--- src/rtl/dial_pkg.sv ---
// Shared types and constants for the dial quadrature generator: channel FSM
// states, the Gray phase table and the idle/reset encodings.
package dial_pkg;

  typedef enum logic [1:0] {
    IDLE     = 2'd0,
    MOVE_CW  = 2'd1,
    MOVE_CCW = 2'd2
  } dial_state_e;

  // Phase index 0..3 -> dial bits; neighbouring entries differ in one bit.
  localparam logic [3:0][1:0] GRAY_LUT = {2'b10, 2'b11, 2'b01, 2'b00};

  localparam logic [1:0] RESET_PHASE = 2'd2;
  localparam logic [1:0] DIAL_IDLE   = 2'b11;

  // Cycles between steps at a given speed level, never below one.
  function automatic int unsigned step_period(input int unsigned base,
                                              input int unsigned level);
    int unsigned p;
    p = base >> level;
    return (p == 0) ? 1 : p;
  endfunction

endpackage

--- src/rtl/dial_channel.sv ---
// One player's spinner: input register, stepping FSM, period/level/step
// counters and the registered dial output (Gray phase or legacy pattern).
//
// state    | meaning
// ---------+-------------------------------------------------------------
// IDLE     | no direction requested (or legacy mode); phase held
// MOVE_CW  | stepping phase +1 every period, accelerating while held
// MOVE_CCW | stepping phase -1 every period, accelerating while held
module dial_channel
  import dial_pkg::*;
#(
  parameter int unsigned BASE_DIV    = 12000,
  parameter int unsigned ACCEL_STEPS = 64,
  parameter int unsigned MAX_LEVEL   = 3
) (
  input  logic       clk_sys_i,
  input  logic       rst_n_i,
  input  logic       paused_i,
  input  logic       up_i,
  input  logic       down_i,
  input  logic       spin_en_i,
  input  logic       dir_inv_i,
  output logic [1:0] dial_o,
  output logic       step_o
);

  localparam int CNT_W = (BASE_DIV > 1) ? $clog2(BASE_DIV) : 1;
  localparam int LVL_W = (MAX_LEVEL > 0) ? $clog2(MAX_LEVEL + 1) : 1;
  localparam int SC_W  = (ACCEL_STEPS > 1) ? $clog2(ACCEL_STEPS) : 1;

  logic             up_q, down_q, en_q, inv_q;
  dial_state_e      state_q, state_d;
  logic [1:0]       phase_q, phase_d;
  logic [CNT_W-1:0] cnt_q, cnt_d;
  logic [LVL_W-1:0] level_q, level_d;
  logic [SC_W-1:0]  scnt_q, scnt_d;
  logic             step_q, step_d;
  logic [1:0]       dial_q, dial_d;

  logic cw_raw, ccw_raw, cw, ccw, entering;

  assign cw_raw  = up_q & ~down_q;
  assign ccw_raw = down_q & ~up_q;
  assign cw      = inv_q ? ccw_raw : cw_raw;
  assign ccw     = inv_q ? cw_raw : ccw_raw;

  // Inputs keep sampling during pause so the first unpaused cycle sees fresh requests.
  always_ff @(posedge clk_sys_i or negedge rst_n_i) begin
    if (!rst_n_i) begin
      up_q    <= 1'b0;
      down_q  <= 1'b0;
      en_q    <= 1'b0;
      inv_q   <= 1'b0;
      state_q <= IDLE;
      phase_q <= RESET_PHASE;
      cnt_q   <= '0;
      level_q <= '0;
      scnt_q  <= '0;
      step_q  <= 1'b0;
      dial_q  <= DIAL_IDLE;
    end else begin
      up_q    <= up_i;
      down_q  <= down_i;
      en_q    <= spin_en_i;
      inv_q   <= dir_inv_i;
      state_q <= state_d;
      phase_q <= phase_d;
      cnt_q   <= cnt_d;
      level_q <= level_d;
      scnt_q  <= scnt_d;
      step_q  <= step_d;
      dial_q  <= dial_d;
    end
  end

  always_comb begin
    state_d = state_q;
    if (!paused_i) begin
      if (!en_q) begin
        state_d = IDLE;
      end else begin
        case (state_q)
          IDLE: begin
            if (cw)       state_d = MOVE_CW;
            else if (ccw) state_d = MOVE_CCW;
          end
          MOVE_CW: begin
            if (ccw)      state_d = MOVE_CCW;
            else if (!cw) state_d = IDLE;
          end
          MOVE_CCW: begin
            if (cw)        state_d = MOVE_CW;
            else if (!ccw) state_d = IDLE;
          end
          default: state_d = IDLE;
        endcase
      end
    end
  end

  // A change into either MOVE state (from IDLE or a reversal) is a fresh entry.
  assign entering = (state_d != state_q) && (state_d != IDLE);

  always_comb begin
    phase_d = phase_q;
    cnt_d   = cnt_q;
    level_d = level_q;
    scnt_d  = scnt_q;
    step_d  = 1'b0;
    dial_d  = dial_q;
    if (!paused_i) begin
      if (!en_q) begin
        phase_d = RESET_PHASE;
        cnt_d   = '0;
        level_d = '0;
        scnt_d  = '0;
        if (down_q)    dial_d = 2'b01;
        else if (up_q) dial_d = 2'b10;
        else           dial_d = DIAL_IDLE;
      end else begin
        dial_d = GRAY_LUT[phase_q];
        if (state_d == IDLE) begin
          cnt_d   = '0;
          level_d = '0;
          scnt_d  = '0;
        end else if (entering) begin
          step_d  = 1'b1;
          cnt_d   = CNT_W'(BASE_DIV - 1);
          level_d = '0;
          scnt_d  = '0;
        end else if (cnt_q == '0) begin
          step_d = 1'b1;
          if (scnt_q == SC_W'(ACCEL_STEPS - 1)) begin
            scnt_d = '0;
            if (level_q < LVL_W'(MAX_LEVEL)) level_d = level_q + 1'b1;
          end else begin
            scnt_d = scnt_q + 1'b1;
          end
          cnt_d = CNT_W'(step_period(BASE_DIV, 32'(level_d)) - 1);
        end else begin
          cnt_d = cnt_q - 1'b1;
        end
        if (step_d) phase_d = (state_d == MOVE_CW) ? phase_q + 2'd1 : phase_q - 2'd1;
      end
    end
  end

  assign dial_o = dial_q;
  assign step_o = step_q;

endmodule

--- src/rtl/dial_quadrature_gen.sv ---
// Two-player joystick-to-spinner converter: one dial_channel per player,
// outputs mapped onto the core's dial bits and a per-player step strobe.
module dial_quadrature_gen
  import dial_pkg::*;
#(
  parameter int unsigned BASE_DIV    = 12000,
  parameter int unsigned ACCEL_STEPS = 64,
  parameter int unsigned MAX_LEVEL   = 3
) (
  input  logic       clk_sys,
  input  logic       reset_n,
  input  logic       paused,
  input  logic [1:0] up,
  input  logic [1:0] down,
  input  logic [1:0] spin_en,
  input  logic [1:0] dir_inv,
  output logic [1:0] dial_p1,
  output logic [1:0] dial_p2,
  output logic [1:0] step_pulse
);

  dial_channel #(
    .BASE_DIV   (BASE_DIV),
    .ACCEL_STEPS(ACCEL_STEPS),
    .MAX_LEVEL  (MAX_LEVEL)
  ) u_ch_p1 (
    .clk_sys_i (clk_sys),
    .rst_n_i   (reset_n),
    .paused_i  (paused),
    .up_i      (up[0]),
    .down_i    (down[0]),
    .spin_en_i (spin_en[0]),
    .dir_inv_i (dir_inv[0]),
    .dial_o    (dial_p1),
    .step_o    (step_pulse[0])
  );

  dial_channel #(
    .BASE_DIV   (BASE_DIV),
    .ACCEL_STEPS(ACCEL_STEPS),
    .MAX_LEVEL  (MAX_LEVEL)
  ) u_ch_p2 (
    .clk_sys_i (clk_sys),
    .rst_n_i   (reset_n),
    .paused_i  (paused),
    .up_i      (up[1]),
    .down_i    (down[1]),
    .spin_en_i (spin_en[1]),
    .dir_inv_i (dir_inv[1]),
    .dial_o    (dial_p2),
    .step_o    (step_pulse[1])
  );

endmodule

--- config.mk ---
export PLATFORM = sky130hd
export DESIGN_NAME = dial_quadrature_gen
export DESIGN_NICKNAME = d
export VERILOG_FILES = /design/src/rtl/dial_pkg.sv /design/src/rtl/dial_channel.sv /design/src/rtl/dial_quadrature_gen.sv
export SDC_FILE = /design/constraint.sdc
export NUM_CORES = 1
export LEC_CHECK = 0
export ABC_AREA = 0
export ABC_CLOCK_PERIOD_IN_PS = 3100
export BUFFER_PORTS_ARGS = -buffer_cell sky130_fd_sc_hd__buf_4
export CAP_MARGIN = 20
export CORE_ASPECT_RATIO = 0.9
export CORE_UTILIZATION = 45
export DETAILED_ROUTE_END_ITERATION = 10
export SLEW_MARGIN = 20
export SYNTH_ARGS = -nofsm -noshare
export SYNTH_HDL_FRONTEND = slang
export SYNTH_SLANG_ARGS = --single-unit
--- constraint.sdc ---
create_clock -name clk_sys -period 3.1 [get_ports clk_sys]
set_input_delay 0.31 -clock clk_sys [delete_from_list [all_inputs] [get_ports clk_sys]]
set_output_delay 0.31 -clock clk_sys [all_outputs]
set_load 0.01 [all_outputs]
Word-level counts from Yosys, hierarchy flattened
Cells that the tools add are included.
Widths: inputs -> output; s select.
- memory bits (writable): 0
- memory bits (read-only): 0
- input port bits: 11
- output and inout bits: 6
- memories kept: 0
- word-level logic and storage cells: 173
- bits in latches: 0
- register bits after elaboration: 66
- magnitude comparators: 4
- muxes and demuxes: 94
- reduce and logical (&&, ||, !) cells: 16
- multiply operators: 0
- equal/unequal tests: 14
- div/mod/pow operators: 0
- bitwise operators: 9
- shift operators: 2
- add/sub/neg operators: 12
- operator list (operator ; count):
    $mux 14 ; 10
    $mux 2 ; 50
    $logic_not 32->1 ; 2
    $shr 14x2->32 const A ; 2
    $mux 6 ; 10
    $sub 14x1->14 const B ; 4
    $logic_not 14->1 ; 2
    $mux 1 ; 20
    $add 6x1->6 const B ; 2
    $eq 6x6->1 const B ; 2
    $pmux 2 s3 ; 2
    $add 2x1->2 const B ; 4
    $bmux 2 s2 ; 2
    $eq 2x1->1 const B ; 4
    $logic_not 2->1 ; 4
    $ne 4x4->1 const B ; 2
    $reduce_and 2->1 ; 4
    $lt 2x3->1 const B ; 2
    $not 1->1 ; 5
    $and 1x1->1 ; 4
    $eq 2x2->1 const B ; 2
    $lt 2x2->1 const B ; 2
    $ne 2x2->1 ; 2
    $ne 2x2->1 const B ; 2
    3 further kinds ; 6

Longest topological paths before layout
Gate-level depths: netlist of run 1.
- depth in word-level cells: 22
- mapped depth: 8
- gate-level depth less buffers: 8

Modules after synthesis
A second synthesis of run 1 with hierarchy kept.
- cells, all modules: 475
- area, all modules: 4211.5 um2
- modules (own cells, without submodules) (module ; cells each ; times used ; seq. area each (um2) ; area an instance (um2)):
    dial_channel at u_ch_p2 ; 243 ; 1 ; 829.5 ; 2204.6
    dial_channel at u_ch_p1 ; 232 ; 1 ; 829.5 ; 2006.9

Worst setup path before layout of run 1
No wires, ideal clock.
- path type: register -> register
- start point: reg u_ch_p2.cnt_q[1]
- end point: reg u_ch_p2.cnt_q[9]
- slack: 0.823 ns
- stages on the path, launching flop included: 8
- library setup time: 0.134 ns
- buffers on the path: 1
- period minus slack after synthesis: 2.277 ns
- data required time: 2.966 ns
- arrival time: 2.143 ns
- cell sequence: dfrtp_1 or4_4 buf_6 or2_4 or3_1 o211a_1 a2111oi_1 nand2_1
- word-level cells in the longest chain between the ends: 5
- elaborated cells on any way between the ends: 6
- those cells by class: add/sub: 1; mux: 4; reduce/logical: 1
- ends and longest elaborated chain (what ; line ; text):
    start, declared ; dial_channel.sv:34 ; logic [CNT_W-1:0] cnt_q, cnt_d;
    start signal, assigned ; dial_channel.sv:68 ; cnt_q <= cnt_d;
    $sub 14x1->14 / $logic_not 14->1 (equally long branches) ; dial_channel.sv:141, dial_channel.sv:131 ;
    $mux 14 * ; dial_channel.sv:131 ; end else if (cnt_q == '0) begin
    $mux 14 * ; dial_channel.sv:126 ; end else if (entering) begin
    $mux 14 * ; dial_channel.sv:122 ; if (state_d == IDLE) begin
    $mux 14 * ; dial_channel.sv:112 ; if (!en_q) begin
Every way passes the cells marked *; elsewhere a longest branch is shown, timed or not.
A chain may end at the register's enable or synchronous reset.

Final worst setup path of run 1
- start point: reg u_ch_p1.cnt_q[0]
- end point: reg u_ch_p1.scnt_q[4]
- word-level cells in the longest chain between the ends: 3
- ends and longest elaborated chain (what ; line ; text):
    start, declared ; dial_channel.sv:34 ;
    start signal, assigned ; dial_channel.sv:68 ;
    $logic_not 14->1 ; dial_channel.sv:131 ;
    $ne 4x4->1 (no line) ; -- ;
    $reduce_and 2->1 (no line) ; -- ;
    end signal, assigned ; dial_channel.sv:70 ; scnt_q <= scnt_d;
    end, declared ; dial_channel.sv:36 ; logic [SC_W-1:0] scnt_q, scnt_d;
No other way between the ends.

==> impl_metrics.prom, run 1 <==
# TYPE chip_impl_metric gauge
chip_impl_metric{name="post-place-ws",unit="ns"} 0.6225
chip_impl_info{name="grt_busiest_layer",value="met2"} 1
chip_impl_metric{name="ctsResizeCount",unit=""} 0
chip_impl_info{name="standard_cell_with_the_maximum_stage_delay_on_the_critical_path",value="or4_1"} 1
chip_impl_metric{name="count_of_input_and_output_buffers",unit=""} 16
chip_impl_info{name="timing.critical_path.max_delay_family",value="simple AND/OR/NAND/NOR gates"} 1
chip_impl_metric{name="cts_setup_buffers",unit=""} 0
chip_impl_metric{name="postSynthRegisterBits",unit=""} 66
chip_impl_metric{name="area_growth_syn_to_layout",unit="%"} 11.37
chip_impl_metric{name="period_share",unit=""} 0.8143
chip_impl_info{name="grt_setup_unrepaired",value="false"} 1
chip_impl_metric{name="worstPathArrival",unit="ns"} 2.80
chip_impl_metric{name="hold_violations",unit=""} 0
chip_impl_metric{name="antennaDiodeCount",unit=""} 0
chip_impl_metric{name="floorplan.initialDensity",unit=""} 0.4648
chip_impl_info{name="critPathLaunchType",value="register"} 1
chip_impl_info{name="r2r-start",value="u_ch_p1.cnt_q[0]"} 1
chip_impl_info{name="critical_path_class",value="reg2reg"} 1
chip_impl_metric{name="drt-vias-per-instance",unit=""} 6.083
chip_impl_metric{name="crit_fanout",unit=""} 15
chip_impl_metric{name="finalSetupViolCount",unit=""} 0
chip_impl_metric{name="cpPeakStageDelay",unit="ns"} 0.63
chip_impl_metric{name="fin_worst_skew",unit="ns"} 0.007660
chip_impl_metric{name="drtIter0Drc",unit=""} 330
chip_impl_info{name="run_status",value="finished clean"} 1
chip_impl_metric{name="htreeDepth",unit=""} 3
chip_impl_metric{name="floorplan.die.height",unit="um"} 91.25
chip_impl_metric{name="ir_drop",unit="uV"} 331.6
chip_impl_metric{name="synth_warnings",unit=""} 0
chip_impl_metric{name="drv_cap",unit=""} 0
chip_impl_metric{name="synth-edff-count",unit=""} 0
chip_impl_metric{name="grt_remaining_overflow",unit=""} 0
chip_impl_metric{name="layoutNonFillerInstCount",unit=""} 590
chip_impl_metric{name="fin_hold_ws",unit="ns"} 0.06550
chip_impl_metric{name="synthCells",unit=""} 451
chip_impl_metric{name="timing.slew.headroom",unit=""} 0.4398
chip_impl_metric{name="syn-cell-area",unit="mm2"} 0.003983
chip_impl_metric{name="die_area",unit="mm2"} 0.009231
chip_impl_metric{name="postSynthNetCount",unit=""} 466
chip_impl_metric{name="via_count_of_the_first_global_routing_pass",unit=""} 3396
chip_impl_metric{name="worst_slack",unit="ns"} 0.5756
chip_impl_metric{name="clk_sink_count",unit=""} 66
chip_impl_metric{name="fmax",unit="MHz"} 396.1
chip_impl_metric{name="cts_hold_repair.buffers",unit=""} 0
chip_impl_metric{name="fin_tns_setup",unit="ns"} 0
chip_impl_metric{name="sequential_fraction_of_the_synthesis_area",unit=""} 0.4166
chip_impl_metric{name="placement.cell_area",unit="mm2"} 0.004233
chip_impl_metric{name="layout.core_utilization",unit=""} 0.5177
chip_impl_metric{name="total_i_o_pin_count",unit=""} 17
chip_impl_metric{name="drcViolationCount",unit=""} 0
chip_impl_metric{name="groute.usage.overall",unit=""} 0.2310
chip_impl_metric{name="grtUsageMet2",unit=""} 0.3492
chip_impl_metric{name="post_place_cells",unit=""} 574
chip_impl_metric{name="path_clk_slew",unit="ns"} 0.08
chip_impl_metric{name="asyncSetResetFlopFracSynth",unit=""} 1.000
chip_impl_metric{name="finalNetCount",unit=""} 481
chip_impl_metric{name="timing.critical_path.required",unit="ns"} 3.38
chip_impl_info{name="holdCritPathClass",value="in2async"} 1
chip_impl_metric{name="ctsLongestPathBuffers",unit=""} 2
chip_impl_metric{name="route.vias.total",unit=""} 3589
chip_impl_metric{name="synth_largest_type_area_fraction",unit=""} 0.3770
chip_impl_info{name="synth.largest_area_cell",value="dfrtp_1"} 1
chip_impl_metric{name="layout_filler_cell_count",unit=""} 846
chip_impl_metric{name="post-layout-total-power",unit="mW"} 2.639
chip_impl_metric{name="place.detailed.hpwl",unit="um"} 6657
chip_impl_info{name="crit_path_start",value="u_ch_p1.cnt_q[0]"} 1
chip_impl_info{name="crit_path_cell_trace",value="or4_1 > nor3_2 > and2_1 > nand4_1 > or3_1 > o21ai_1"} 1
chip_impl_metric{name="max_slew.worst_pin.slew",unit="ns"} 0.8403
chip_impl_metric{name="wire_length_of_the_first_global_routing_pass",unit="um"} 16760
chip_impl_metric{name="p_leak",unit="nW"} 1.916
chip_impl_metric{name="finalInstanceArea",unit="mm2"} 0.004436
chip_impl_info{name="synth_ff_type",value="dfrtp_1"} 1
chip_impl_info{name="cts_tree",value="done"} 1
chip_impl_info{name="cts_root_cell",value="clkbuf_8"} 1
chip_impl_metric{name="rows",unit=""} 32
chip_impl_metric{name="core_area",unit="mm2"} 0.008568
chip_impl_info{name="crit_path_end_kind",value="register"} 1
chip_impl_metric{name="chipWidth",unit="um"} 101.2
chip_impl_info{name="synthTopCellsByArea",value="dfrtp_1, a21oi_1, dfstp_2"} 1
chip_impl_metric{name="drt-pass1-iter-count",unit=""} 5
chip_impl_metric{name="average_cell_area_after_synthesis",unit="um2"} 8.831
chip_impl_metric{name="synth_cell_types",unit=""} 76
chip_impl_metric{name="postRouteWirelength",unit="um"} 9656
chip_impl_metric{name="drive_above_1_share",unit=""} 0.1316
chip_impl_metric{name="gp_congestion",unit=""} 0.8839
chip_impl_metric{name="final_period_minus_worst_setup_slack",unit="ns"} 2.524
chip_impl_metric{name="gr-usage-met1",unit=""} 0.3338
chip_impl_metric{name="slew_violations",unit=""} 0
chip_impl_metric{name="numCtsBuffers",unit=""} 9
chip_impl_metric{name="ant_nets",unit=""} 0
chip_impl_metric{name="met3_usage",unit=""} 0.05697
chip_impl_metric{name="clock_insertion_delay_worst_skew",unit="ns"} 0.34
chip_impl_metric{name="routedWlPerCell",unit="um"} 16.37
chip_impl_metric{name="path_buf_inv",unit=""} 0
chip_impl_metric{name="power_density",unit="mW/mm2"} 595.0
chip_impl_metric{name="pin_count_of_the_biggest_net_entering_global_routing",unit=""} 67
chip_impl_metric{name="grt_antenna_before_repair",unit=""} 0
-- power by group --
part | leakage [nW] | switching (mW) | internal, mW
Sequential | 0.863 | 0.112 | 0.981
Clock | 0.103 | 0.351 | 0.395
Combinational | 0.951 | 0.469 | 0.331
Total | 1.92 | 0.933 | 1.71
-- cells by family (layout without fill, tap and decap cells) --
group           count (synthesis)  in the layout  synth area share
compound gates                165            165            0.2693
xor+xnor                        9              9           0.01979
fa+ha+maj                       5              5           0.01508
buf+inv                        36             56           0.03864
flops                          66             66            0.4166
mux                             9              9           0.02419
simple gates                  161            161            0.2165
-- placed cells by master (no fill, tap or decap), drive strengths merged, types with 4 or more instances in the layout --
cell    instances
nor3           18
a21o            6
mux2i           4
ha              4
nand2b          6
nand3           4
o21ai          47
nor4            5
a22o            9
a211o           5
a21oi          35
a31oi          16
mux2            5
o31ai           6
inv            13
or2             5
and2           11
nand2          35
nor2b           5
or3            10
buf            28
dfrtp          60
clkbuf         10
or4             8
nor2           35
dfstp           6
xnor2           8
and3            4
-- sequential cells by signal, indices dropped and copies added (netlist names) --
register         count
u_ch_p2.scnt_q       6
u_ch_p2.en_q         1
u_ch_p1.en_q         1
u_ch_p1.level_q      2
u_ch_p1.scnt_q       6
u_ch_p1.up_q         1
u_ch_p2.inv_q        1
u_ch_p1.cnt_q       14
u_ch_p2.phase_q      2
u_ch_p1.step_o       1
u_ch_p2.dial_o       2
u_ch_p1.dial_o       2
u_ch_p2.cnt_q       14
u_ch_p1.inv_q        1
u_ch_p2.step_o       1
u_ch_p2.state_q      2
u_ch_p2.down_q       1
u_ch_p1.down_q       1
u_ch_p2.up_q         1
u_ch_p2.level_q      2
u_ch_p1.phase_q      2
u_ch_p1.state_q      2
-- synth_stat cells (all sizes together), types with 9 or more instances --
master,n
a31oi,16
or3,10
a22o,9
nor2,35
o21ai,47
clkbuf,16
nor3,18
and2,11
nand2,35
a21oi,35
inv,12
dfrtp,60
-- worst paths after layout --
kind,endpoint,depth (start not counted),slack (ns)
setup / recovery,u_ch_p1.scnt_q[4],6,0.58
setup reg to reg,u_ch_p1.scnt_q[4],6,0.58
hold reg to reg,u_ch_p1.cnt_q[8],1,0.49
max in group asynchronous,u_ch_p1.cnt_q[3],1,2.48
hold / removal,u_ch_p1.scnt_q[5],1,0.07
min in group clk_sys,u_ch_p1.inv_q,1,0.07
-- layout make-up --
class                      instances  area [um2]  area share
clock buffer                      10       137.6     0.03103
clock inverter                     6       65.06     0.01467
inverter                          12       45.04     0.01016
multi-input combinational        349        2170      0.4891
sequential                        66        1659      0.3740
tap                              119       148.9     0.03357
timing repair buffer              28       210.2     0.04739
-- per-layer routing --
metal  share of wire  wire length [um]  up-vias
li1                -                 -     1719
met1            0.50              4854     1758
met2            0.43              4199      100
met3           0.052               500       12
met4           0.010               101        0
met5               0                 0        -
No activity file was read; power rests on OpenSTA's default activity.
==> run 2: changes to the inputs <==
Settings changed: ABC_CLOCK_PERIOD_IN_PS 3100 to 2100.
Clock period 3.1 ns to 2.1 ns, I/O delays scaled along.
==> run 2 against run 1 <==
  * The run now ends with negative setup slack left
  * Setup slack worse by 0.73 ns
  * Critical path depth unchanged
  * Flip-flop and latch count unchanged
  * Clock skew up 0.0020 ns
  * Sequential share of layout area down 6.7 points
  * Worst hold slack better by 0.10 ns
  * Power up 81%
  * Cell count up 12%
  * Combinational power up 140%
  * Via count up 9.0%
  * Critical path type unchanged
  * Largest power group is now combinational cells
==> impl_metrics.prom, run 2 (synthesis gave the netlist of run 1 again) <==
# TYPE chip_impl_metric gauge
chip_impl_metric{name="drt-pass1-iter-count",unit=""} 5
chip_impl_metric{name="post-place-ws",unit="ns"} -0.1371
chip_impl_metric{name="area_growth_syn_to_layout",unit="%"} 35.47
chip_impl_metric{name="layout_filler_cell_count",unit=""} 738
chip_impl_metric{name="groute.usage.overall",unit=""} 0.2520
chip_impl_metric{name="ant_nets",unit=""} 0
chip_impl_metric{name="slew_violations",unit=""} 0
chip_impl_metric{name="pin_count_of_the_biggest_net_entering_global_routing",unit=""} 40
chip_impl_metric{name="max_slew.worst_pin.slew",unit="ns"} 0.8106
chip_impl_metric{name="drv_cap",unit=""} 0
chip_impl_metric{name="grt_remaining_overflow",unit=""} 0
chip_impl_info{name="grt_setup_unrepaired",value="true"} 1
chip_impl_metric{name="total_i_o_pin_count",unit=""} 17
chip_impl_metric{name="floorplan.die.height",unit="um"} 91.25
chip_impl_metric{name="ff2ff_path_depth",unit=""} 6
chip_impl_metric{name="floorplan.initialDensity",unit=""} 0.4648
chip_impl_metric{name="clk_sink_count",unit=""} 66
chip_impl_metric{name="finalSetupViolCount",unit=""} 17
chip_impl_metric{name="finalNetCount",unit=""} 554
chip_impl_metric{name="postRouteWirelength",unit="um"} 11110
chip_impl_metric{name="fmax",unit="MHz"} 444.4
chip_impl_metric{name="rows",unit=""} 32
chip_impl_info{name="cts_root_cell",value="clkbuf_8"} 1
chip_impl_metric{name="final_period_minus_worst_setup_slack",unit="ns"} 2.250
chip_impl_metric{name="p_leak",unit="nW"} 2.362
chip_impl_info{name="cts_tree",value="done"} 1
chip_impl_metric{name="timing.slew.headroom",unit=""} 0.4539
chip_impl_info{name="critical_path_class",value="reg2reg"} 1
chip_impl_metric{name="period_share",unit=""} 1.072
chip_impl_metric{name="core_area",unit="mm2"} 0.008568
chip_impl_metric{name="hold_violations",unit=""} 0
chip_impl_metric{name="drtIter0Drc",unit=""} 258
chip_impl_metric{name="ir_drop",unit="uV"} 542.5
chip_impl_metric{name="layout.core_utilization",unit=""} 0.6297
chip_impl_metric{name="chipWidth",unit="um"} 101.2
chip_impl_metric{name="htreeDepth",unit=""} 3
chip_impl_info{name="crit_path_end_kind",value="register"} 1
chip_impl_metric{name="place.detailed.hpwl",unit="um"} 7370
chip_impl_info{name="violations_in_the_final_reports",value="negative setup slack"} 1
chip_impl_metric{name="via_count_of_the_first_global_routing_pass",unit=""} 3691
chip_impl_metric{name="worstPathArrival",unit="ns"} 2.49
chip_impl_metric{name="holdPathStages",unit=""} 3
chip_impl_metric{name="die_area",unit="mm2"} 0.009231
chip_impl_metric{name="route.vias.total",unit=""} 3913
chip_impl_metric{name="timing.critical_path.required",unit="ns"} 2.34
chip_impl_info{name="holdCritPathClass",value="in2reg"} 1
chip_impl_metric{name="clock_insertion_delay_worst_skew",unit="ns"} 0.35
chip_impl_info{name="run_status",value="finished, violations left"} 1
chip_impl_metric{name="antennaDiodeCount",unit=""} 0
chip_impl_metric{name="seqCellArea",unit="mm2"} 0.001659
chip_impl_metric{name="gp_congestion",unit=""} 0.9302
chip_impl_metric{name="power_density",unit="mW/mm2"} 887.6
chip_impl_metric{name="drive_above_1_share",unit=""} 0.3125
chip_impl_info{name="layout_commonest_cell",value="buf_4"} 1
chip_impl_metric{name="crit_fanout",unit=""} 4
chip_impl_metric{name="count_of_input_and_output_buffers",unit=""} 16
chip_impl_metric{name="routedWlPerCell",unit="um"} 16.75
chip_impl_metric{name="ctsLongestPathBuffers",unit=""} 2
chip_impl_metric{name="path_clk_slew",unit="ns"} 0.08
chip_impl_metric{name="worst_slack",unit="ns"} -0.1504
chip_impl_metric{name="drcViolationCount",unit=""} 0
chip_impl_info{name="critPathLaunchType",value="register"} 1
chip_impl_metric{name="wire_length_of_the_first_global_routing_pass",unit="um"} 18030
chip_impl_metric{name="drt-vias-per-instance",unit=""} 5.902
chip_impl_metric{name="multi_input_gate_area",unit="mm2"} 0.002479
chip_impl_info{name="top_regs",value="u_ch_p1.cnt_q: 14 flops, u_ch_p2.cnt_q: 14 flops"} 1
chip_impl_metric{name="fin_worst_skew",unit="ns"} 0.009634
chip_impl_metric{name="grt_antenna_before_repair",unit=""} 0
chip_impl_info{name="mostFrequentLayoutCells",value="buf_4, dfrtp_1, nand2_1, a21oi_1, nor2_1"} 1
chip_impl_metric{name="numCtsBuffers",unit=""} 9
[run 2: cell count changes in the layout (fill, tap and decap cells not counted), sizes merged]
cell | previous run | this run
buf | 28 | 91
bufinv | 1 | 2
clkbuf | 10 | 13
clkinv | 3 | 0
clkinvlp | 1 | 2
dlygate4sd3 | 0 | 9
inv | 13 | 12
[run 2: critical path: stages, from the launching register on]
cell and delay [ns]:
dfrtp_1 0.38, or4_4 0.56, or2_4 0.25, or3_4 0.38, o211a_1 0.26, a2111oi_4 0.21
nand2_1 0.09
[run 2: path summary, 6_finish.rpt]
check / start / end / slack [ns]
max: u_ch_p2.cnt_q[0] / u_ch_p2.cnt_q[9] / -0.15
min: paused / u_ch_p1.state_q[0] / 0.17
max reg2reg: u_ch_p2.cnt_q[0] / u_ch_p2.cnt_q[9] / -0.15
min reg2reg: u_ch_p2.dial_o[0] / u_ch_p2.dial_o[0] / 0.50
max in group asynchronous: reset_n / u_ch_p2.phase_q[1] / 1.18
min in group asynchronous: reset_n / u_ch_p1.level_q[0] / 0.33
[run 2: what timing repair did]
item                                    CTS  global route
hold buffers                              9             0
pin swaps                                 8            26
setup buffers                             0             9
endpoints found under the setup margin   20            35
hold endpoints to repair                 30             0
gates cloned                              0             1
resized for setup                         9            55
[run 2: stage by stage]
step           area (um2)  setup TNS (ns)  std cells  power [mW]  hold WS [ns]
2_1_floorplan        4009         -0.1615        451       2.503      -0.08559
3_3_place_gp         4671         -0.2271        628       3.082        0.1581
3_5_place_dp         4671         -0.5875        628       3.107        0.1607
4_1_cts              5032         -0.4326        653       4.421        0.1545
5_1_grt              5395          -2.640        663       5.039        0.1903
6_report             5395         -0.8666        663       4.789        0.1698
[run 2: layer usage]
layer	wire, um	global-route usage	vias up
met5	0	0	-
met1	5299	0.3678	1886
li1	-	-	1881
met3	634	0.04773	19
met2	4960	0.3724	127
met4	212	0.08454	0
[run 2: layout make-up]
type | count | area share
inverters | 12 | 0.008349
repair buffers | 101 | 0.1545
multi-input cells | 349 | 0.4594
well taps | 119 | 0.02760
flip-flops and latches | 66 | 0.3075
clock inverters | 4 | 0.01391
clock buffers | 12 | 0.02876
[run 2: power by group]
group / switching (mW) / internal, mW / leakage (nW)
combinational: 1.00 / 0.960 / 1.39
sequential: 0.131 / 1.45 / 0.863
clock: 0.515 / 0.734 / 0.109
total: 1.65 / 3.14 / 2.36
